[config.mk]
export PLATFORM = sky130hd
export DESIGN_NAME = hazard_scoreboard
export DESIGN_NICKNAME = d
export VERILOG_FILES = /design/src/rtl/hazard_pkg.sv /design/src/rtl/hazard_sb_entry.sv /design/src/rtl/hazard_scoreboard.sv
export SDC_FILE = /design/constraint.sdc
export NUM_CORES = 1
export LEC_CHECK = 0
export BUFFER_PORTS_ARGS = -buffer_cell sky130_fd_sc_hd__buf_2
export CAP_MARGIN = 20
export CORE_UTILIZATION = 40
export CTS_CLUSTER_DIAMETER = 40
export DETAILED_ROUTE_END_ITERATION = 10
export PLACE_DENSITY = 0.55
export SETUP_SLACK_MARGIN = 0.3
export SYNTH_ARGS = -nofsm -noshare
export SYNTH_HDL_FRONTEND = slang
export SYNTH_SLANG_ARGS = --single-unit
export TNS_END_PERCENT = 50
[constraint.sdc]
create_clock -name clk -period 6.96 [get_ports clk]
set_input_delay 0.348 -clock clk [delete_from_list [all_inputs] [get_ports clk]]
set_output_delay 0.348 -clock clk [all_outputs]
set_load 0.02 [all_outputs]
[src/rtl/hazard_pkg.sv]
// Shared types and latency classes for the ID-stage hazard scoreboard.
// Default machine shape; the top module may be re-parametrised independently.
package hazard_pkg;
  localparam int NUM_REGS = 32;
  localparam int MAX_LAT  = 7;
  localparam int IDX_W    = $clog2(NUM_REGS);
  localparam int LAT_W    = $clog2(MAX_LAT + 1);

  typedef logic [IDX_W-1:0] reg_idx_t;
  typedef logic [LAT_W-1:0] lat_t;

  localparam lat_t LAT_ALU  = lat_t'(0);
  localparam lat_t LAT_LOAD = lat_t'(1);
  localparam lat_t LAT_MUL  = lat_t'(2);
  localparam lat_t LAT_DIV  = lat_t'(MAX_LAT);
endpackage

[src/rtl/hazard_sb_entry.sv]
// One register's countdown: cycles remaining until its pending result
// can be forwarded to ID. Kill beats set, set beats decrement.
module hazard_sb_entry
  import hazard_pkg::*;
#(
  parameter int LAT_W_P = LAT_W
) (
  input  logic               clk,
  input  logic               rst,
  input  logic               set,
  input  logic [LAT_W_P-1:0] set_val,
  input  logic               kill,
  output logic               busy,
  output logic [LAT_W_P-1:0] value
);

  always_ff @(posedge clk or posedge rst) begin
    if (rst) begin
      value <= '0;
    end else if (kill) begin
      value <= '0;
    end else if (set) begin
      value <= set_val;
    end else if (value != '0) begin
      value <= value - 1'b1;
    end
  end

  assign busy = (value != '0);

endmodule

[src/rtl/hazard_scoreboard.sv]
// Latency scoreboard beside ID: RAW/WAW stall decisions from per-register
// countdowns, issue tracking, kill support and a saturating stall counter.
module hazard_scoreboard
  import hazard_pkg::*;
#(
  parameter int NUM_REGS = hazard_pkg::NUM_REGS,
  parameter int MAX_LAT  = hazard_pkg::MAX_LAT,
  parameter int PERF_W   = 32,
  localparam int IDX_W_L = $clog2(NUM_REGS),
  localparam int LAT_W_L = $clog2(MAX_LAT + 1)
) (
  input  logic               clk,
  input  logic               rst,
  input  logic               id_valid,
  input  logic [IDX_W_L-1:0] id_rs1,
  input  logic [IDX_W_L-1:0] id_rs2,
  input  logic               id_rs1_used,
  input  logic               id_rs2_used,
  input  logic               id_is_store,
  input  logic [IDX_W_L-1:0] id_rd,
  input  logic               id_reg_wr,
  input  logic [LAT_W_L-1:0] id_lat,
  input  logic               flush,
  input  logic               kill_all,
  output logic               stall,
  output logic               flush_id_ex,
  output logic [NUM_REGS-1:0] busy_mask,
  output logic [PERF_W-1:0]  stall_cycles
);

  localparam logic [LAT_W_L-1:0] MAX_LAT_V = LAT_W_L'(MAX_LAT);

  logic [LAT_W_L-1:0] cnt [NUM_REGS];
  logic [LAT_W_L-1:0] lat_e;
  logic [LAT_W_L-1:0] cnt_rs1, cnt_rs2, cnt_rd;
  logic               raw1, raw2, waw, issue;

  assign cnt[0]       = '0;
  assign busy_mask[0] = 1'b0;

  genvar gi;
  generate
    for (gi = 1; gi < NUM_REGS; gi++) begin : g_entry
      hazard_sb_entry #(.LAT_W_P(LAT_W_L)) u_entry (
        .clk     (clk),
        .rst     (rst),
        .set     (issue && id_reg_wr && (id_rd == IDX_W_L'(gi))),
        .set_val (lat_e),
        .kill    (kill_all),
        .busy    (busy_mask[gi]),
        .value   (cnt[gi])
      );
    end
  endgenerate

  assign lat_e   = (id_lat > MAX_LAT_V) ? MAX_LAT_V : id_lat;
  assign cnt_rs1 = cnt[id_rs1];
  assign cnt_rs2 = cnt[id_rs2];
  assign cnt_rd  = cnt[id_rd];

  // Store data is consumed in MEM, so a result arriving one cycle late is fine.
  assign raw1 = id_rs1_used && (id_rs1 != '0) && (cnt_rs1 != '0);
  assign raw2 = id_rs2_used && (id_rs2 != '0) &&
                (id_is_store ? (cnt_rs2 > LAT_W_L'(1)) : (cnt_rs2 != '0));
  assign waw  = id_reg_wr && (id_rd != '0) && (cnt_rd > lat_e);

  assign stall       = id_valid && !flush && !kill_all && (raw1 || raw2 || waw);
  assign flush_id_ex = stall;
  assign issue       = id_valid && !stall && !flush && !kill_all;

  always_ff @(posedge clk or posedge rst) begin
    if (rst) begin
      stall_cycles <= '0;
    end else if (stall && !(&stall_cycles)) begin
      stall_cycles <= stall_cycles + 1'b1;
    end
  end

endmodule
==> flow_summary_export.csv, run 1 <==
group,metric,value,unit
hold_path,hold_class,"in -> async",
timing,skew,0.0183,ns
synthesis,ys_ff_latch,125,
pwr,power_density,453,mW/mm²
timing,tns,0,ns
global_routing,grt_pass1_vias,7639,
global_routing,track_usage,0.224,
timing,min_period,5.18,ns
route,drt_iter0_drc,553,
floorplan,dieArea,0.0255,mm²
setup_path,cpLargestDelayFamily,"multiplexers",
clock_network,postCtsHoldBufs,0,
synthesis,ys_async_sr_fraction,1.00,
timing,max_freq,0.193,GHz
setup_path,slowest_delay,0.74,ns
global_routing,grt_max_degree,95,
setup_path,reg2reg_from,"g_entry[22].u_entry.value[1]$_DFFE_PP0P_",
clock_network,cts_buffers,17,
final_layout,drive_gt1_frac,0.173,
placed_design,place.gp.congestion,0.834,
clock_network,cts.clk_slew.worst_paths,0.07,ns
floorplan,die_w,160,µm
synthesis,synth.area.top_cells,"dfrtp_1 31%, mux2i_1 10%, ha_1 8.3%",
clock_network,clk_latency,0.44,ns
synthesis,avgSynthCellArea,9.14,µm²
synthesis,yosysMostFrequentCell,"inv_1",
floorplan,start_util,0.409,
synthesis,netlist.area_leader.share,0.315,
route,dr.pass1.iters,5,
pwr,total_power,4930,µW
placed_design,dp_cells,1416,
floorplan,ios,93,
clock_network,postCtsSetupBuffers,0,
setup_path,crit_type,"in -> out",
setup_path,crit_chain,"buf_2 -> mux4_2 -> mux4_2 -> mux2_2 -> ha_1 -> nor2b_1 -> o21ai_0 -> nand2b_1 -> o2111ai_1 -> nand4b_1 -> a22oi_4 -> nor2_1 -> buf_2",
clock_network,cts.repair.resized,0,
timing,worst_slew_pin_slew,1.08,ns
floorplan,fp.coreArea,0.0243,mm²
placed_design,hpwl,19100,µm
synthesis,syn_inst,1087,
timing,fin_crit_sh,0.744,
final_layout,syn_to_final_growth,9.49,%
synthesis,synth_edf_count,0,
final_layout,stdcell_count,1450,
route,vias,7786,
clock_network,cts_max_path_buffers,2,
floorplan,rows,57,
synthesis,syn_area,0.00994,mm²
timing,finalSetupViolCount,0,
setup_path,cp.buffers_inverters,2,
setup_path,endpoint_kind,"primary output",
floorplan,die_height,160,µm
run,drv_cap,0,
synthesis,synth_top_cell_by_area,"dfrtp_1",
route,vias_per_cell,5.37,
clock_network,clkSinkCount,125,
timing,max_slew_margin,0.283,
timing,slew_viol_final,0,
route,ant_nets,0,
synthesis,ys_types,60,
setup_path,crit_arrival,4.83,ns
final_layout,fin_nets,1204,
synthesis,synth_ff_type,"dfrtp_1",
global_routing,grt_pass1_wl,44100,µm
pwr,p_leak,0.00535,µW
timing,rsz0062_at_grt,"no",
synthesis,synth_commonest_cells,"131 x inv_1, 125 x dfrtp_1, 118 x nor2_1",
route,wl_per_cell,19.0,µm
clock_network,cts_max_level,4,
clock_network,cts_root_buf,"clkbuf_16",
timing,finalHoldViolations,0,
synthesis,yosysSeqAreaShare,0.315,
setup_path,path_max_fanout,31,
setup_path,crit_required,6.61,ns
route,routed_wl,27500,µm
clock_network,cts_tree,"built",
placed_design,port_buffers,91,
synthesis,yosysWarnings,0,
setup_path,cp-startpoint,"id_rd[0]",
pwr,peakVddDrop,231,µV
synthesis,syn-num-nets,1180,
route,drc,0,
setup_path,crit_path_start_kind,"primary input",
global_routing,grt_remaining_overflow,0,
run_status,status,"completed",
global_routing,antenna_found_initial,3,
setup_path,crit_path_top_delay_cell,"a22oi_4",
metal layers:
metal	GRT usage	up-vias	wire length, µm
met3	0.0408	27	1280
met1	0.305	3793	12800
met4	0.0664	2	388
met2	0.362	196	13100
li1	-	3768	-
met5	0	-	18
path summary, 6_finish.rpt:
kind | slack [ns] | depth (start not counted) | to
worst max-delay path | 1.78 | 13 | flush_id_ex
worst min-delay path | 0.05 | 2 | g_entry[10].u_entry.value[0]$_DFFE_PP0P_
worst max register to register | 2.27 | 14 | g_entry[29].u_entry.value[1]$_DFFE_PP0P_
worst min register to register | 0.49 | 1 | stall_cycles[18]$_DFFE_PP0P_
max in group asynchronous | 5.55 | 3 | stall_cycles[26]$_DFFE_PP0P_
min in group clk | 0.49 | 1 | stall_cycles[18]$_DFFE_PP0P_
worst reg2reg max path: stages, from the launching register on:
cell	delay, ns
dfrtp_1	0.48
mux4_2	0.50
mux4_2	0.51
mux2_2	0.29
ha_1	0.30
nor2b_1	0.13
o21ai_0	0.15
nand2b_1	0.07
o2111ai_1	0.13
nand4b_1	0.20
a22oi_4	0.75
buf_4	0.43
and4_1	0.34
mux2i_1	0.20
nor2_1	0.06
sequential cells by signal, summed over array words and instances (netlist names):
signal / cells
g_entry.u_entry.value: 93
stall_cycles: 32
cells by family (layout without fill, tap and decap cells):
group / after synthesis / after routing / synth area share
DFF: 125 / 125 / 0.315
and+or+nand+nor: 353 / 353 / 0.186
muxes: 137 / 137 / 0.180
AOI/OAI and AO/OA: 123 / 123 / 0.0782
other: 1 / 3 / 0.000377
adders and majority gates: 66 / 66 / 0.0831
buffers and inverters: 220 / 257 / 0.103
xor gates and xnor gates: 62 / 62 / 0.0546
cell type report:
cell class | count | area (µm²)
flip-flops and latches | 125 | 3130
repair buffers | 94 | 478
inverters | 131 | 494
well taps | 324 | 405
diodes | 2 | 5.00
clock inverters | 15 | 164
multi-input cells | 742 | 5780
clock buffers | 17 | 425
fillers | 2324 | 13400
metrics by stage:
stage | hold slack (ns) | utilization | cell area (µm²) | setup WS (ns)
2_1_floorplan | 0.501 | - | 9940 | 2.75
3_3_place_gp | 0.475 | 0.423 | 10300 | 1.79
3_5_place_dp | 0.474 | 0.423 | 10300 | 1.67
4_1_cts | 0.125 | 0.447 | 10900 | 1.77
5_1_grt | 0.147 | 0.447 | 10900 | 1.50
6_report | 0.0498 | 0.447 | 10900 | 1.78
cells in the final DEF (no fill, tap or decap), drive strengths merged, types with 5 or more instances in the layout:
master,synthesis,final
nand2,86,86
dfrtp,125,125
a21oi,7,7
nand3,43,43
o221ai,5,5
ha,66,66
inv,131,142
and2,5,5
clkbuf,30,17
nor3,28,28
a31oi,5,5
xor2,7,7
o22ai,5,5
o21ai,70,70
nand4,20,20
mux2i,100,100
buf,59,94
and3,18,18
nor2b,6,6
nor4,11,11
xnor2,55,55
mux4,33,33
nor2,119,119
power by group:
part | switching, µW | leakage, µW | internal [µW] | total [µW]
clock | 419 | 0.000290 | 482 | 901
sequential | 376 | 0.00166 | 986 | 1360
combinational | 1490 | 0.00340 | 1180 | 2660
total | 2280 | 0.00535 | 2640 | 4930
Power figures use the tool's default switching activity.
==> run 2: changes to the inputs <==
==> constraint.sdc (replaced) <==
create_clock -name clk -period 4.83 [get_ports clk]
set_input_delay 0.2415 -clock clk [delete_from_list [all_inputs] [get_ports clk]]
set_output_delay 0.2415 -clock clk [all_outputs]
set_load 0.02 [all_outputs]
==> run 2 against run 1 <==
Compared with the run above: clock skew is 0.0024 ns lower; sequential share of layout area is 0.39 points lower; flip-flop and latch count stayed put; non-clock buffer count is 10 higher; global-route usage hardly changed; setup slack worse by 1.2 ns; final cell count is 0.69% higher; largest cell class unchanged.
==> flow_summary_export.csv, run 2 (synthesis gave the netlist of run 1 again) <==
group,metric,value,unit
setup_path,slowest_delay,0.57,ns
global_routing,grt_pass1_vias,7670,
timing,fin_crit_sh,0.889,
placed_design,place.gp.congestion,0.916,
timing,worst_slew_pin_slew,1.07,ns
timing,min_period,4.29,ns
final_layout,largest_register,"g_entry.u_entry.value",
clock_network,clk_latency,0.44,ns
run,drv_cap,0,
route,dr.pass1.iters,5,
route,ant_nets,0,
setup_path,cp.buffers_inverters,3,
final_layout,utilization,0.454,
setup_path,crit_arrival,4.05,ns
timing,rsz0062_at_grt,"no",
final_layout,layout_common_cells,"130 x inv_1, 125 x dfrtp_1, 117 x nor2_1",
setup_path,crit_path_top_delay_cell,"buf_2",
clock_network,postCtsSetupBuffers,0,
route,vias_per_cell,5.45,
setup_path,crit_chain,"buf_2 -> buf_4 -> o21ai_0 -> a22o_1 -> mux4_2 -> mux2_2 -> ha_1 -> nor2b_1 -> o21ai_0 -> nand2b_1 -> o2111ai_1 -> nand4b_1 -> a22oi_4 -> nor2_2 -> buf_2",
clock_network,cts_buffers,17,
global_routing,grt_remaining_overflow,0,
pwr,p_leak,0.00543,µW
global_routing,track_usage,0.224,
pwr,peakVddDrop,294,µV
timing,max_slew_margin,0.283,
floorplan,dieArea,0.0255,mm²
placed_design,dpl_worst_slack,0.267,ns
clock_network,cts_max_path_buffers,2,
setup_path,crit_required,4.59,ns
global_routing,grt_pass1_wl,44000,µm
global_routing,grt_max_degree,94,
clock_network,cts_max_level,4,
placed_design,placed_cell_area,0.0104,mm²
final_layout,fin_area,0.0110,mm²
setup_path,cpLargestDelayFamily,"buffers and inverters",
route,drt_iter0_drc,601,
final_layout,layout_commonest_cell,"inv_1",
route,drc,0,
pwr,power_density,656,mW/mm²
run_status,status,"completed",
floorplan,rows,57,
floorplan,die_w,160,µm
route,vias,7963,
final_layout,largest_reg_flops,93,
setup_path,crit_type,"in -> out",
clock_network,cts.clk_slew.worst_paths,0.07,ns
route,routed_wl,27700,µm
timing,max_freq,0.233,GHz
placed_design,port_buffers,91,
floorplan,fp.coreArea,0.0243,mm²
timing,tns,0,ns
timing,slew_viol_final,0,
final_layout,fin_nets,1214,
setup_path,endpoint_kind,"primary output",
global_routing,antenna_found_initial,3,
setup_path,crit_path_start_kind,"primary input",
clock_network,cts_tree,"built",
clock_network,cts_root_buf,"clkbuf_16",
final_layout,drive_gt1_frac,0.180,
setup_path,path_max_fanout,25,
route,wl_per_cell,18.9,µm
timing,skew,0.0159,ns
floorplan,die_height,160,µm
timing,setup_ws,0.537,ns
final_layout,reg.largest.list,"g_entry.u_entry.value x93, stall_cycles x32",
placed_design,hpwl,19600,µm
clock_network,clkSinkCount,125,
timing,finalSetupViolCount,0,
final_layout,fill_cells,2382,
timing,finalHoldViolations,0,
final_layout,syn_to_final_growth,11.0,%
hold_path,hold_class,"in -> async",
floorplan,ios,93,
floorplan,start_util,0.409,
==> run 2: cell count changes in the layout (fill, tap and decap cells not counted) <==
cell,change
buf_12,+1
buf_4,+8
bufinv_16,+3
clkinv_8,-1
dlygate4sd3_1,+1
inv_6,-3
inv_8,+1
nor2_1,-1
nor2_2,+1
==> run 2: report_power, final <==
group | total, µW | internal [µW] | leakage, µW | switching, µW
sequential | 1930 | 1420 | 0.00166 | 514
combinational | 3870 | 1710 | 0.00345 | 2160
clock | 1440 | 846 | 0.000318 | 593
==> run 2: stage by stage <==
stage | cells | power, µW | hold WS [ns]
after floorplan | 1087 | 5100 | 0.395
after global placement | 1425 | 5750 | 0.241
after detailed placement | 1425 | 5810 | 0.245
after CTS | 1458 | 7300 | 0.325
after global routing | 1459 | 7930 | 0.365
final | 1460 | 7240 | 0.331
==> run 2: path summary, 6_finish.rpt <==
check	end	cells past startpoint	start	slack, ns
max	stall	15	id_rd[0]	0.54
min reg2reg	stall_cycles[18]$_DFFE_PP0P_	1	stall_cycles[18]$_DFFE_PP0P_	0.49
max in group asynchronous	g_entry[28].u_entry.value[0]$_DFFE_PP0P_	4	rst	3.41
max reg2reg	g_entry[29].u_entry.value[1]$_DFFE_PP0P_	14	g_entry[28].u_entry.value[1]$_DFFE_PP0P_	0.86
min	g_entry[11].u_entry.value[2]$_DFFE_PP0P_	3	rst	0.33
min in group clk	g_entry[29].u_entry.value[0]$_DFFE_PP0P_	4	id_lat[0]	0.42
==> run 2: worst reg2reg max path: cells and delay by family (launching register included) <==
| family | cells | cell delay (ns) |
|---|---|---|
| AOI/OAI and AO/OA | 3 | 0.51 |
| muxes | 4 | 1.51 |
| and+or+nand+nor | 5 | 0.77 |
| DFF | 1 | 0.42 |
| buffers and inverters | 1 | 0.30 |
| adders and majority gates | 1 | 0.30 |
==> run 2: cell type report <==
class | count | area (µm²) | share of cell area
Clock inverter | 15 | 223 | 0.0202
Multi-Input combinational cell | 742 | 5790 | 0.524
Timing Repair Buffer | 104 | 568 | 0.0515
Clock buffer | 17 | 425 | 0.0386
Sequential cell | 125 | 3130 | 0.283
Inverter | 131 | 494 | 0.0448
Antenna cell | 2 | 5.00 | 0.000454
Tap cell | 324 | 405 | 0.0367
==> run 2: what timing repair did <==
action,CTS,global route
endpoints found under the hold margin,22,0
resized for setup,1,0
hold buffers,1,0
setup endpoints to repair,2,0
==> run 2: per-layer routing <==
layer,vias up,share of wire,global-route usage,wire length [µm]
met1,3915,0.44,0.291,12200
met4,2,0.023,0.0756,638
met3,51,0.052,0.0468,1450
met5,-,0.00036,0,10
li1,3777,-,-,-
met2,218,0.48,0.369,13300
==> run 3: changes to the inputs <==
--- a/config.mk
+++ b/config.mk
@@ -7,10 +7,10 @@
 export LEC_CHECK = 0
 export BUFFER_PORTS_ARGS = -buffer_cell sky130_fd_sc_hd__buf_2
 export CAP_MARGIN = 20
-export CORE_UTILIZATION = 40
+export CORE_UTILIZATION = 50
 export CTS_CLUSTER_DIAMETER = 40
 export DETAILED_ROUTE_END_ITERATION = 10
-export PLACE_DENSITY = 0.55
+export PLACE_DENSITY = 0.66
 export SETUP_SLACK_MARGIN = 0.3
 export SYNTH_ARGS = -nofsm -noshare
 export SYNTH_HDL_FRONTEND = slang
==> run 3 against run 2 <==
Compared with the run above: fmax up 2.8%; final cell count fell by 3.8%; via count up 1.2%; clock power down 10%; cell area shrank 1.2%; sequential share of layout area grew 0.33 points; combinational power is essentially flat; total power down 1.7%; critical path type unchanged; critical endpoint unchanged.
==> flow_summary_export.csv, run 3 (synthesis gave the netlist of run 1 again) <==
group,metric,value,unit
clock_network,postCtsSetupBuffers,0,
pwr,peakVddDrop,374,µV
pwr,pwr-share-comb,0.545,
timing,fin_crit_sh,0.864,
final_layout,drive_gt1_frac,0.181,
floorplan,fp.coreArea,0.0195,mm²
route,routed_wl,26100,µm
final_layout,fin_nets,1215,
timing,finalSetupViolCount,0,
clock_network,cts_root_buf,"clkbuf_16",
final_layout,largest_register,"g_entry.u_entry.value",
route,drt_iter0_drc,556,
setup_path,crit_chain,"buf_2 -> mux4_2 -> mux4_2 -> mux2_2 -> ha_1 -> nor2b_1 -> o21ai_0 -> nand2b_1 -> o2111ai_1 -> nand4b_1 -> a22oi_4 -> nor2_2 -> buf_2",
pwr,power.switching,3280,µW
floorplan,dieArea,0.0204,mm²
setup_path,crit_path_top_delay_cell,"mux4_2",
final_layout,reg.largest.list,"g_entry.u_entry.value x93, stall_cycles x32",
placed_design,place.gp.congestion,0.889,
clock_network,cts_buffers,17,
pwr,p_seq_frac,0.273,
global_routing,grt_pass1_wl,41900,µm
setup_path,crit_type,"in -> out",
clock_network,cts.clk_slew.worst_paths,0.07,ns
global_routing,grt_max_degree,94,
route,vias,8060,
setup_path,cp.depth,13,
setup_path,cp.buffers_inverters,2,
timing,tns,0,ns
setup_path,crit_arrival,3.93,ns
setup_path,r2r_cells,14,
timing,finalHoldViolations,0,
floorplan,die_w,143,µm
clock_network,clkSinkCount,125,
route,drc,0,
timing,holdWs,0.401,ns
run,drv_cap,0,
setup_path,path_max_fanout,24,
timing,max_slew_margin,0.308,
global_routing,grt_pass1_vias,7610,
pwr,p_sw_frac,0.461,
clock_network,cts_max_level,4,
clock_network,clk_latency,0.44,ns
clock_network,cts_tree,"built",
pwr,p_clk_frac,0.182,
setup_path,crit_required,4.59,ns
route,dr.pass1.iters,5,
route,wl_per_cell,18.6,µm
pwr,p_int,3830,µW
timing,rsz0062_at_grt,"no",
run_status,status,"completed",
final_layout,layout_common_cells,"130 x inv_1, 125 x dfrtp_1, 117 x nor2_1",
route,vias_per_cell,5.74,
floorplan,ios,93,
timing,worst_slew_pin_slew,1.04,ns
floorplan,rows,51,
pwr,p_leak,0.00541,µW
timing,max_freq,0.240,GHz
clock_network,cts_max_path_buffers,2,
final_layout,layout_commonest_cell,"inv_1",
global_routing,track_usage,0.273,
floorplan,die_height,143,µm
hold_path,hold_class,"in -> async",
global_routing,grt_remaining_overflow,0,
pwr,total_power,7110,µW
timing,skew,0.0132,ns
timing,min_period,4.17,ns
global_routing,antenna_found_initial,4,
setup_path,cpLargestDelayFamily,"multiplexers",
final_layout,fill_cells,1759,
setup_path,endpoint_kind,"primary output",
setup_path,crit_path_start_kind,"primary input",
floorplan,start_util,0.511,
final_layout,largest_reg_flops,93,
route,ant_nets,0,
placed_design,hpwl,18500,µm
final_layout,syn_to_final_growth,9.73,%
pwr,power_density,652,mW/mm²
timing,slew_viol_final,0,
placed_design,port_buffers,91,
setup_path,slowest_delay,0.60,ns
## run 3: changes by cell type in the layout (fill, tap and decap cells not counted)
| cell | previous run | this run |
|---|---|---|
| buf_12 | 1 | 0 |
| diode_2 | 2 | 4 |
| buf_4 | 11 | 13 |
| inv_8 | 5 | 6 |
| clkinv_8 | 2 | 3 |
| bufinv_16 | 3 | 0 |
| inv_6 | 4 | 5 |
## run 3: final cells by class
| cell class | count | area, µm² | share of cell area |
|---|---|---|---|
| antenna | 4 | 10.0 | 0.000918 |
| clock buffer | 17 | 425 | 0.0390 |
| clock inverter | 15 | 169 | 0.0155 |
| inverter | 131 | 494 | 0.0453 |
| multi-input combinational | 742 | 5790 | 0.530 |
| sequential | 125 | 3130 | 0.287 |
| tap | 265 | 332 | 0.0304 |
| timing repair buffer | 105 | 563 | 0.0516 |
## run 3: per-layer routing
| layer | vias up | wire, µm | global-route usage |
|---|---|---|---|
| met5 | - | 0 | 0 |
| met4 | 0 | 753 | 0.126 |
| met3 | 55 | 1600 | 0.0506 |
| met2 | 271 | 12500 | 0.439 |
| met1 | 3937 | 11200 | 0.355 |
| li1 | 3797 | - | - |
## run 3: power by group through the flow
stage / clock network [µW] / logic (µW) / registers (µW)
floorplan: 0 / 3330 / 1770
global placement: 0 / 3760 / 1930
detailed placement: 0 / 3860 / 1940
CTS: 1310 / 3900 / 1930
global route: 1360 / 4430 / 1990
finish: 1290 / 3880 / 1940
## run 3: what timing repair did
action	in CTS	in global routing
hold buffers	1	0
gates resized for setup	0	1
setup endpoints to repair	0	2
hold endpoints to repair	39	0
## run 3: worst min-delay path: stages
cell	delay (ns)
dlygate4sd3_1	0.53
buf_2	0.13
inv_4	0.38
## run 3: per-stage QoR
| step | setup slack (ns) | utilization | instance area, µm² | cells |
|---|---|---|---|---|
| after global placement | 0.353 | 0.529 | 10300 | 1367 |
| after CTS | 0.349 | 0.560 | 10900 | 1400 |
| after global routing | 0.409 | 0.560 | 10900 | 1402 |
| after detailed placement | 0.357 | 0.529 | 10300 | 1367 |
| after floorplan | 0.830 | - | 9940 | 1087 |
| final | 0.656 | 0.560 | 10900 | 1404 |
## run 3: path summary, 6_finish.rpt
kind	startpoint	end	slack, ns
max in group asynchronous	rst	g_entry[16].u_entry.value[1]$_DFFE_PP0P_	3.41
max	id_rd[0]	stall	0.66
min reg2reg	stall_cycles[18]$_DFFE_PP0P_	stall_cycles[18]$_DFFE_PP0P_	0.49
min	rst	g_entry[11].u_entry.value[2]$_DFFE_PP0P_	0.40
max reg2reg	g_entry[26].u_entry.value[1]$_DFFE_PP0P_	g_entry[29].u_entry.value[1]$_DFFE_PP0P_	0.81
min in group clk	id_lat[2]	g_entry[29].u_entry.value[2]$_DFFE_PP0P_	0.41
